<file path="config.mk">
export PLATFORM = sky130hd
export DESIGN_NAME = regfile_wb_arbiter_flat
export DESIGN_NICKNAME = d
export VERILOG_FILES = /design/src/rtl/regfile_wb_arbiter_if.sv /design/src/rtl/regfile_wb_arbiter.sv /design/src/flat_wrapper.sv
export SDC_FILE = /design/constraint.sdc
export NUM_CORES = 1
export LEC_CHECK = 0
export CAP_MARGIN = 20
export CORE_AREA = 2 2 163 165
export DETAILED_ROUTE_END_ITERATION = 6
export DIE_AREA = 0 0 165 167
export PLACE_DENSITY = 0.57
export SETUP_SLACK_MARGIN = 0.02
export SLEW_MARGIN = 0
export SYNTH_ARGS = -nofsm -noshare
export SYNTH_HDL_FRONTEND = slang
export SYNTH_SLANG_ARGS = --single-unit
export TNS_END_PERCENT = 50
</file>
<file path="constraint.sdc">
create_clock -name clk -period 4.8 [get_ports clk]
set_input_delay 0.96 -clock clk [delete_from_list [all_inputs] [get_ports clk]]
set_output_delay 0.96 -clock clk [all_outputs]
set_load 0.01 [all_outputs]
</file>
<file path="src/rtl/regfile_wb_arbiter_if.sv">
// Writeback bus between the writeback sources, the arbiter and the
// register file write port.
interface regfile_wb_arbiter_if #(
   parameter int NUM_REQ = 3,
   parameter int XLEN    = 32
);
   logic [NUM_REQ-1:0]           req_valid;
   logic [NUM_REQ-1:0][4:0]      req_addr;
   logic [NUM_REQ-1:0][XLEN-1:0] req_dat;
   logic [NUM_REQ-1:0]           req_ready;
   logic                         write_en;
   logic [4:0]                   write_addr;
   logic [XLEN-1:0]              write_dat;

   // Writeback sources drive requests and observe grants and the write port.
   modport master (
      output req_valid, req_addr, req_dat,
      input  req_ready, write_en, write_addr, write_dat
   );

   // The arbiter consumes requests and drives grants and the write port.
   modport slave (
      input  req_valid, req_addr, req_dat,
      output req_ready, write_en, write_addr, write_dat
   );
endinterface

</file>
<file path="src/rtl/regfile_wb_arbiter.sv">
// Round-robin writeback arbiter for the register file write port, with a
// per-register pending-write scoreboard used by decode for hazard stalls.
module regfile_wb_arbiter #(
   parameter int NUM_REQ = 3,
   parameter int XLEN    = 32
) (
   input  logic                 clk,
   input  logic                 rst_n,
   regfile_wb_arbiter_if.slave  bus,
   input  logic                 issue_en,
   input  logic [4:0]           issue_addr,
   output logic                 issue_stall,
   input  logic                 flush,
   output logic [31:0]          busy_vec,
   output logic                 sb_underflow
);

   localparam int RR_W = (NUM_REQ > 2) ? 2 : 1;

   logic [RR_W-1:0]    rr;
   logic [RR_W-1:0]    gnt;
   logic               xfer;
   logic [NUM_REQ-1:0] ready;
   logic [4:0]         gnt_addr;
   logic [XLEN-1:0]    gnt_dat;
   logic               inc;
   logic               dec;
   logic [31:0]        inc_vec;
   logic [31:0]        dec_vec;
   logic [1:0]         cnt [32];

   // Pick the first valid requester at or after rr, wrapping; no grant in reset or flush.
   always_comb begin
      int idx;
      // NOTE: combinational blocks use blocking assignments and default every output first, so no latch is inferred.
      xfer  = 1'b0;
      gnt   = '0;
      ready = '0;
      for (int k = 0; k < NUM_REQ; k++) begin
         idx = int'(rr) + k;
         if (idx >= NUM_REQ) idx = idx - NUM_REQ;
         if (!xfer && bus.req_valid[idx]) begin
            xfer = 1'b1;
            gnt  = RR_W'(idx);
         end
      end
      if (!rst_n || flush) xfer = 1'b0;
      if (xfer) ready[gnt] = 1'b1;
   end

   assign bus.req_ready = ready;
   assign gnt_addr      = bus.req_addr[gnt];
   assign gnt_dat       = bus.req_dat[gnt];

   // Advance the pointer past the winner; flush returns it to requester 0.
   always_ff @(posedge clk or negedge rst_n) begin
      // NOTE: sequential state is updated with non-blocking assignments only.
      if (!rst_n)
         rr <= '0;
      else if (flush)
         rr <= '0;
      else if (xfer)
         rr <= (int'(gnt) == NUM_REQ - 1) ? '0 : gnt + RR_W'(1);
   end

   // Registered write port; a transfer to x0 is consumed without a write.
   always_ff @(posedge clk or negedge rst_n) begin
      if (!rst_n) begin
         bus.write_en   <= 1'b0;
         bus.write_addr <= '0;
         bus.write_dat  <= '0;
      end else if (xfer) begin
         bus.write_en   <= (gnt_addr != 5'd0);
         bus.write_addr <= gnt_addr;
         bus.write_dat  <= gnt_dat;
      end else begin
         bus.write_en   <= 1'b0;
      end
   end

   // Stall decode when the destination's pending count is already saturated.
   assign issue_stall = rst_n & issue_en & (issue_addr != 5'd0) & (cnt[issue_addr] == 2'd3);

   assign inc = issue_en & ~flush & (issue_addr != 5'd0) & ~issue_stall;
   assign dec = xfer & (gnt_addr != 5'd0);

   // One-hot increment/decrement targets for the scoreboard.
   always_comb begin
      inc_vec = '0;
      dec_vec = '0;
      if (inc) inc_vec[issue_addr] = 1'b1;
      if (dec) dec_vec[gnt_addr]   = 1'b1;
   end

   // Pending-write counters; x0 is never touched after reset and stays 0.
   always_ff @(posedge clk or negedge rst_n) begin
      if (!rst_n) begin
         // NOTE: the counter array is small and must start clean, so every entry is reset explicitly.
         for (int r = 0; r < 32; r++) cnt[r] <= 2'd0;
         sb_underflow <= 1'b0;
      end else if (flush) begin
         for (int r = 0; r < 32; r++) cnt[r] <= 2'd0;
      end else begin
         for (int r = 1; r < 32; r++) begin
            if (inc_vec[r] && !dec_vec[r])
               cnt[r] <= cnt[r] + 2'd1;
            else if (!inc_vec[r] && dec_vec[r] && cnt[r] != 2'd0)
               cnt[r] <= cnt[r] - 2'd1;
         end
         if (dec && cnt[gnt_addr] == 2'd0) sb_underflow <= 1'b1;
      end
   end

   // A register is busy while any write to it is outstanding.
   always_comb begin
      for (int r = 0; r < 32; r++) busy_vec[r] = (cnt[r] != 2'd0);
      busy_vec[0] = 1'b0;
   end

endmodule
</file>
<file path="src/flat_wrapper.sv">
// flat-port wrapper written by rule: the top's interface ports become plain ports
module regfile_wb_arbiter_flat 
#(
   parameter int NUM_REQ = 3,
   parameter int XLEN    = 32
)
  (clk, rst_n, issue_en, issue_addr, issue_stall, flush, busy_vec, sb_underflow, bus_req_valid, bus_req_addr, bus_req_dat, bus_req_ready, bus_write_en, bus_write_addr, bus_write_dat);
  regfile_wb_arbiter_if #(.NUM_REQ(NUM_REQ), .XLEN(XLEN)) bus_i ();
  input  logic clk;
  input  logic rst_n;
  input  logic issue_en;
  input  logic [4:0] issue_addr;
  output logic issue_stall;
  input  logic flush;
  output logic [31:0] busy_vec;
  output logic sb_underflow;
  input wire logic [$bits(bus_i.req_valid)-1:0] bus_req_valid;
  input wire logic [$bits(bus_i.req_addr)-1:0] bus_req_addr;
  input wire logic [$bits(bus_i.req_dat)-1:0] bus_req_dat;
  output wire logic [$bits(bus_i.req_ready)-1:0] bus_req_ready;
  output wire logic [$bits(bus_i.write_en)-1:0] bus_write_en;
  output wire logic [$bits(bus_i.write_addr)-1:0] bus_write_addr;
  output wire logic [$bits(bus_i.write_dat)-1:0] bus_write_dat;
  assign bus_i.req_valid = bus_req_valid;
  assign bus_i.req_addr = bus_req_addr;
  assign bus_i.req_dat = bus_req_dat;
  assign bus_req_ready = bus_i.req_ready;
  assign bus_write_en = bus_i.write_en;
  assign bus_write_addr = bus_i.write_addr;
  assign bus_write_dat = bus_i.write_dat;
  regfile_wb_arbiter #(.NUM_REQ(NUM_REQ), .XLEN(XLEN)) u_core (.clk(clk), .rst_n(rst_n), .bus(bus_i), .issue_en(issue_en), .issue_addr(issue_addr), .issue_stall(issue_stall), .flush(flush), .busy_vec(busy_vec), .sb_underflow(sb_underflow));
endmodule
</file>
**Word level (Yosys, flattened, before mapping)**

Index checks and enable logic that the tools add are counted.

- Memories kept: 0
- Bits in writable memories: 0
- Bits in read-only memories: 0
- Bits in registers: 103
- Output and inout port bits: 75
- Bits in latches: 0
- Word-level logic and storage cells: 468
- Input port bits: 123

- Muxes and demuxes: 105
- Shifts and indexed selects: 0
- Bitwise logic cells: 11
- Eq/ne operators: 2
- Divide/modulo/power cells: 0
- Order comparisons: 14
- $add $sub $neg: 68
- $mul: 0
- Reductions and logical operators: 232

Operator list:

| kind | count |
|---|---|
| $mux 32 | 6 |
| $mux 2 | 72 |
| $logic_and 1x1->1 | 99 |
| $lt 32x4->1 const B | 3 |
| $reduce_bool 3->1 | 31 |
| $logic_not 1->1 | 65 |
| $add 2x1->2 const B | 32 |
| $bmux 32 s2 | 1 |
| $ge 32x3->1 const B | 2 |
| $reduce_bool 2->1 | 32 |
| $sub 32x3->32 const B | 2 |
| $mux 62 | 1 |
| $sub 2x1->2 const B | 31 |
| $bmux 2 s5 | 2 |
| $mux 1 | 14 |
| $ge 6x6->1 const B | 2 |
| $lt 5x6->1 const B | 2 |
| $not 5->6 | 2 |
| $bmux 5 s2 | 1 |
| $demux 1 s5 | 2 |
| $ge 5x1->1 const B | 2 |
| $reduce_bool 5->1 | 2 |
| $and 1x1->1 | 7 |
| $bmux 1 s2 | 3 |
| other kinds (14) | 16 |

**Depth between registers and ports, before layout**

- Depth in word-level cells: 24
- Mapped depth: 15
- Gate-level depth less buffers: 11

**Worst setup path after synthesis**

No wires, ideal clock.

- Kind: input to output
- Start: in bus_req_valid[1]
- End: out bus_req_ready[2]
- Path slack: 0.918 ns
- Data required time: 3.840 ns
- Data arrival time: 2.922 ns
- Cell stages on the path: 9
- Path buffers: 4
- Path through: inv_1 a211o_1 a311oi_1 or2_1 buf_4 buf_4 clkbuf_1 buf_1 nor3b_1

- Longest elaborated chain between the ends: 15
- Elaborated cells between the ends (all ways): 26
- Those cells by class: order compare: 2; mux: 19; reduce/logical: 5

Ends and longest elaborated chain:

| element | line | RTL |
|---|---|---|
| start: declaration | flat_wrapper.sv:17 | `input wire logic [$bits(bus_i.req_valid)-1:0] bus_req_valid;` |
| $bmux 1 s2 | regfile_wb_arbiter.sv:42 | `if (!xfer && bus.req_valid[idx]) begin` |
| $mux 1 (not written as such) (2 in a row) | regfile_wb_arbiter.sv:42 |  |
| $mux 1 | regfile_wb_arbiter.sv:42 |  |
| $logic_not 1->1 | regfile_wb_arbiter.sv:42 |  |
| $logic_and 1x1->1 | regfile_wb_arbiter.sv:42 |  |
| $mux 1 | regfile_wb_arbiter.sv:42 |  |
| $logic_not 1->1 | regfile_wb_arbiter.sv:42 |  |
| $logic_and 1x1->1 | regfile_wb_arbiter.sv:42 |  |
| $mux 2 | regfile_wb_arbiter.sv:42 |  |
| $lt 2x3->1 (not written as such) / $ge 2x1->1 (equally long branches) | regfile_wb_arbiter.sv:48 | `if (xfer) ready[gnt] = 1'b1;` |
| $logic_and 1x1->1 (not written as such) | regfile_wb_arbiter.sv:48 |  |
| $mux 1 (not written as such) | regfile_wb_arbiter.sv:48 |  |
| $demux 1 s2 | n/a |  |
| $mux 3 * | regfile_wb_arbiter.sv:48 |  |
| end: declaration | flat_wrapper.sv:20 | `output wire logic [$bits(bus_i.req_ready)-1:0] bus_req_ready;` |

Mark *: on every way between the ends. The rest lies on a longest branch, timed or not. The select of a mux whose other input is x is not followed.

**Final worst setup path**

- Start: in issue_addr[3]
- End: out issue_stall

- Longest elaborated chain between the ends: 6
- Elaborated cells between the ends (all ways): 8
- Those cells by class: eq/ne: 1; mux: 3; bitwise: 3; reduce/logical: 1

Ends and longest elaborated chain:

| element | line | RTL |
|---|---|---|
| start: declaration | flat_wrapper.sv:12 | `input logic [4:0] issue_addr;` |
| $not 5->6 (not written as such) | regfile_wb_arbiter.sv:82 | `assign issue_stall = rst_n & issue_en & (issue_addr != 5'd0) & (cnt[issue_addr] == 2'd3);` |
| $bmux 2 s5 | regfile_wb_arbiter.sv:82 |  |
| $mux 2 (not written as such) (2 in a row) | regfile_wb_arbiter.sv:82 |  |
| $eq 2x2->1 | regfile_wb_arbiter.sv:82 |  |
| $and 1x1->1 * | regfile_wb_arbiter.sv:82 |  |
| end: declaration | flat_wrapper.sv:13 | `output logic issue_stall;` |

Marked as above.

==> summary.txt <==
Outcome
  • Status: finished clean

Pwr
  • P_leak: 0.00433 uW
  • PnR Total Power: 4390 uW
  • Power Dens Cells: 415 nW/um^2
  • Worst VDD drop: 253 uV

Timing
  • Period utilization: 0.974
  • Max-slew violation count: 0
  • Setup tns final: 0 ns
  • Fmax: 214 MHz
  • Crit path time final: 4.68 ns
  • Hold Vio Cnt, Final: 0
  • Worst-Margin Slew: 0.690 ns
  • Clk_skew: 0.00971 ns
  • Final setup fails: 0
  • Relative slew slack: 0.540
  • Unrepaired setup endpoints after global routing: false

Routing
  • Initial DRC count: 594
  • Mean number of vias per cell: 5.41
  • Number of remaining DRC errors: 0
  • Routed len/inst: 18.8 um
  • Routed vias: 7855
  • Final wirelength: 27300 um
  • Routed Antenna Nets: 0
  • TritonRoute pass-1 iters: 5

Floorplanning
  • Die X: 165 um
  • Starting Density: 0.308
  • Die H: 167 um
  • I/O pins: 198
  • Placeable Area: 25800 sq um
  • Num rows: 59
  • Die ar.: 27600 sq um

CTS
  • Post CTS Setup Buffer Count: 0
  • Clk slew on worst S/H paths: 0.08 ns
  • CTS Buf Count: 9
  • Clk root buf: clkbuf_16
  • Insertion delay of the later-clocked pin in the worst-skew pair: 0.36 ns
  • Cts hold-fix bufs: 0
  • TritonCTS clock tree: done
  • Longest Clk Path Bufs: 2
  • CTS H-tree depth: 3
  • Post-cts resize count: 0
  • Sink Count: 103

Synth
  • Area of the mapped netlist: 7920 sq um
  • Syn_area_per_cell: 8.48 sq um
  • Synthesis-stage register bit count: 103
  • Area fraction of the dominant cell type after synthesis: 0.325
  • EDFF count, synth: 0
  • Most common flop cell mapped by yosys: dfrtp_1
  • Syn nets: 1061
  • Async SR Flop Fraction: 1.00
  • Syn Inst Count: 934
  • Unique masters post-synth: 79
  • Most area-consuming cells after synthesis: dfrtp_1 33%, mux2i_1 6.6%, nor2_1 6.3%
  • Yosys warns: 0
  • Synth area leader: dfrtp_1
  • Sequential share of the synthesized area: 0.325

Layout
  • Ant diodes: 0
  • Area Growth Syn to Fin: 33.3%
  • Layout cell share with drive strength beyond 1: 0.112
  • Final instance area: 10600 sq um
  • Total Nets Final: 1238
  • Fin util: 0.410

Global routing
  • Vias in the first global route: 7286
  • Initial antenna violation count: 1
  • Final global-route overflow total: 0
  • Total track usage: 0.194
  • First-pass GRT wire length: 41500 um
  • Largest net degree at the start of global routing: 65

Worst setup path
  • Worst r2r path cells: 12
  • Register-to-register path setup slack: 0.77 ns
  • Slowest cell on the critical path: clkdlybuf4s50_1
  • Top delay family on crit path: buffers and inverters
  • Critical setup path kind: in2out
  • CP Capture Type: primary output
  • R2R Path Start: u_core.rr[0]
  • Critical Path AT: 3.72 ns
  • Worst-path fanout max: 14
  • CP peak stage delay: 0.75 ns
  • CP most frequent cell: clkdlybuf4s50_1
  • Crit path launch type: primary input
  • Worst path required time: 3.84 ns
  • Reg-to-Reg End: u_core.cnt[26]
  • Buf/Inv on CP: 2
  • CP cell instances: clkdlybuf4s50_1 > nand2_1 > nor2_1 > a22oi_1 > and4_1 > nor3_1 > clkdlybuf4s50_1

Min path
  • Worst Hold Depth: 2
  • Worst Hold End: u_core.bus.write_dat[18]
  • Min-Delay Path Class: reg2reg
  • Worst Min Path Start: u_core.bus.write_dat[18]

Job
  • Max Cap Violations: 0

Placed design
  • DP Area: 10200 sq um
  • IO Port Bufs: 196
  • Placer congestion estimate: 0.883
  • HPWL after DPL: 20400 um
[layout by cell type (no fill, tap or decap), types with 6 or more instances in the layout]
cell / instances
clkbuf_16: 9
dfrtp_1: 103
a22oi_1: 8
and3_1: 13
xor2_1: 13
and2_1: 14
inv_1: 24
buf_4: 30
o211ai_1: 13
mux4_1: 7
a21boi_0: 7
nand3_1: 25
clkdlybuf4s50_1: 194
nand2_1: 62
nand3b_1: 7
mux2i_1: 52
nor2b_1: 6
nor3_1: 15
mux4_2: 8
o21ai_0: 79
a21oi_1: 88
nor2_1: 133
mux2_2: 11
xnor2_1: 19
nor3b_1: 9
or2_2: 28
o21a_1: 8
a211oi_1: 34
a311oi_1: 7
[power by group]
group	internal, uW	switching [uW]	leakage (uW)
clock network	465	383	0.000161
logic	1040	1360	0.00279
registers	1030	100	0.00138
[how the worst max path moves through the flow]
stage | from | slack, ns | depth (start not counted) | end
after detailed placement | bus_req_valid[0] | 0.21 | 10 | u_core.cnt[13]
after CTS | bus_req_valid[1] | 0.24 | 7 | bus_req_ready[2]
after global placement | bus_req_valid[0] | 0.26 | 10 | u_core.cnt[13]
after global routing | bus_req_valid[1] | 0.06 | 8 | bus_req_ready[0]
after floorplan | bus_req_valid[1] | 0.92 | 9 | bus_req_ready[2]
final | issue_addr[3] | 0.12 | 7 | issue_stall
[Yosys cell counts, drive strengths merged (9+ instances only)]
cell type / count
o211ai: 13
or2: 32
and3: 13
nand2: 62
o21ai: 82
nor3b: 9
inv: 25
mux4: 15
nor3: 21
a21oi: 88
and2: 14
mux2: 16
xor2: 13
mux2i: 56
a211oi: 38
nand3: 26
xnor2: 20
dfrtp: 103
buf: 28
clkbuf: 32
nor2: 135
[worst reg2reg max path, cell delays in order, from the launching register on]
cell and delay [ns]:
dfrtp_1 0.39, inv_1 0.08, ha_1 0.42, nand2b_1 0.22, a211o_1 0.28, a311oi_1 0.39
or2_2 0.26, buf_4 0.25, mux2i_2 0.59, nand3_1 0.45, nor2_1 0.31, nor2_1 0.08
a211oi_1 0.22
[sequential cells by signal (all words and copies together) (netlist names)]
signal,cells
u_core.cnt,62
u_core.bus.write_dat,32
u_core.bus.write_addr,5
u_core.rr,2
u_core.bus.write_en,1
u_core.sb_underflow,1
[cells by family after synthesis]
family | share of synthesized area
simple gates | 0.209
buf+inv | 0.0507
flops | 0.325
compound gates | 0.228
xor+xnor | 0.0374
other cells | 0.000473
fa+ha+maj | 0.00632
mux | 0.142
[routing by layer]
layer | routed length (um) | vias to the layer above | track usage
li1 | - | 3732 | -
met5 | 13 | - | 0
met2 | 12100 | 348 | 0.303
met1 | 12100 | 3731 | 0.268
met3 | 2560 | 42 | 0.0389
met4 | 643 | 2 | 0.0601
[cell type report]
class	instances	area [sq um]
Fill cell	2565	15200
Multi-Input combinational cell	746	4950
Sequential cell	103	2580
Timing Repair Buffer	226	2190
Tap cell	335	419
Clock buffer	9	225
Clock inverter	7	100
Inverter	25	93.8
[per-stage QoR]
stage / worst slack [ns] / hold WS [ns] / cells
finish: 0.123 / 0.484 / 1451
floorplan: 0.918 / 0.483 / 934
CTS: 0.237 / 0.486 / 1451
detailed placement: 0.208 / 0.470 / 1435
global placement: 0.258 / 0.463 / 1435
global route: 0.0636 / 0.499 / 1451
Note: power is estimated with default switching activity, not from simulation.
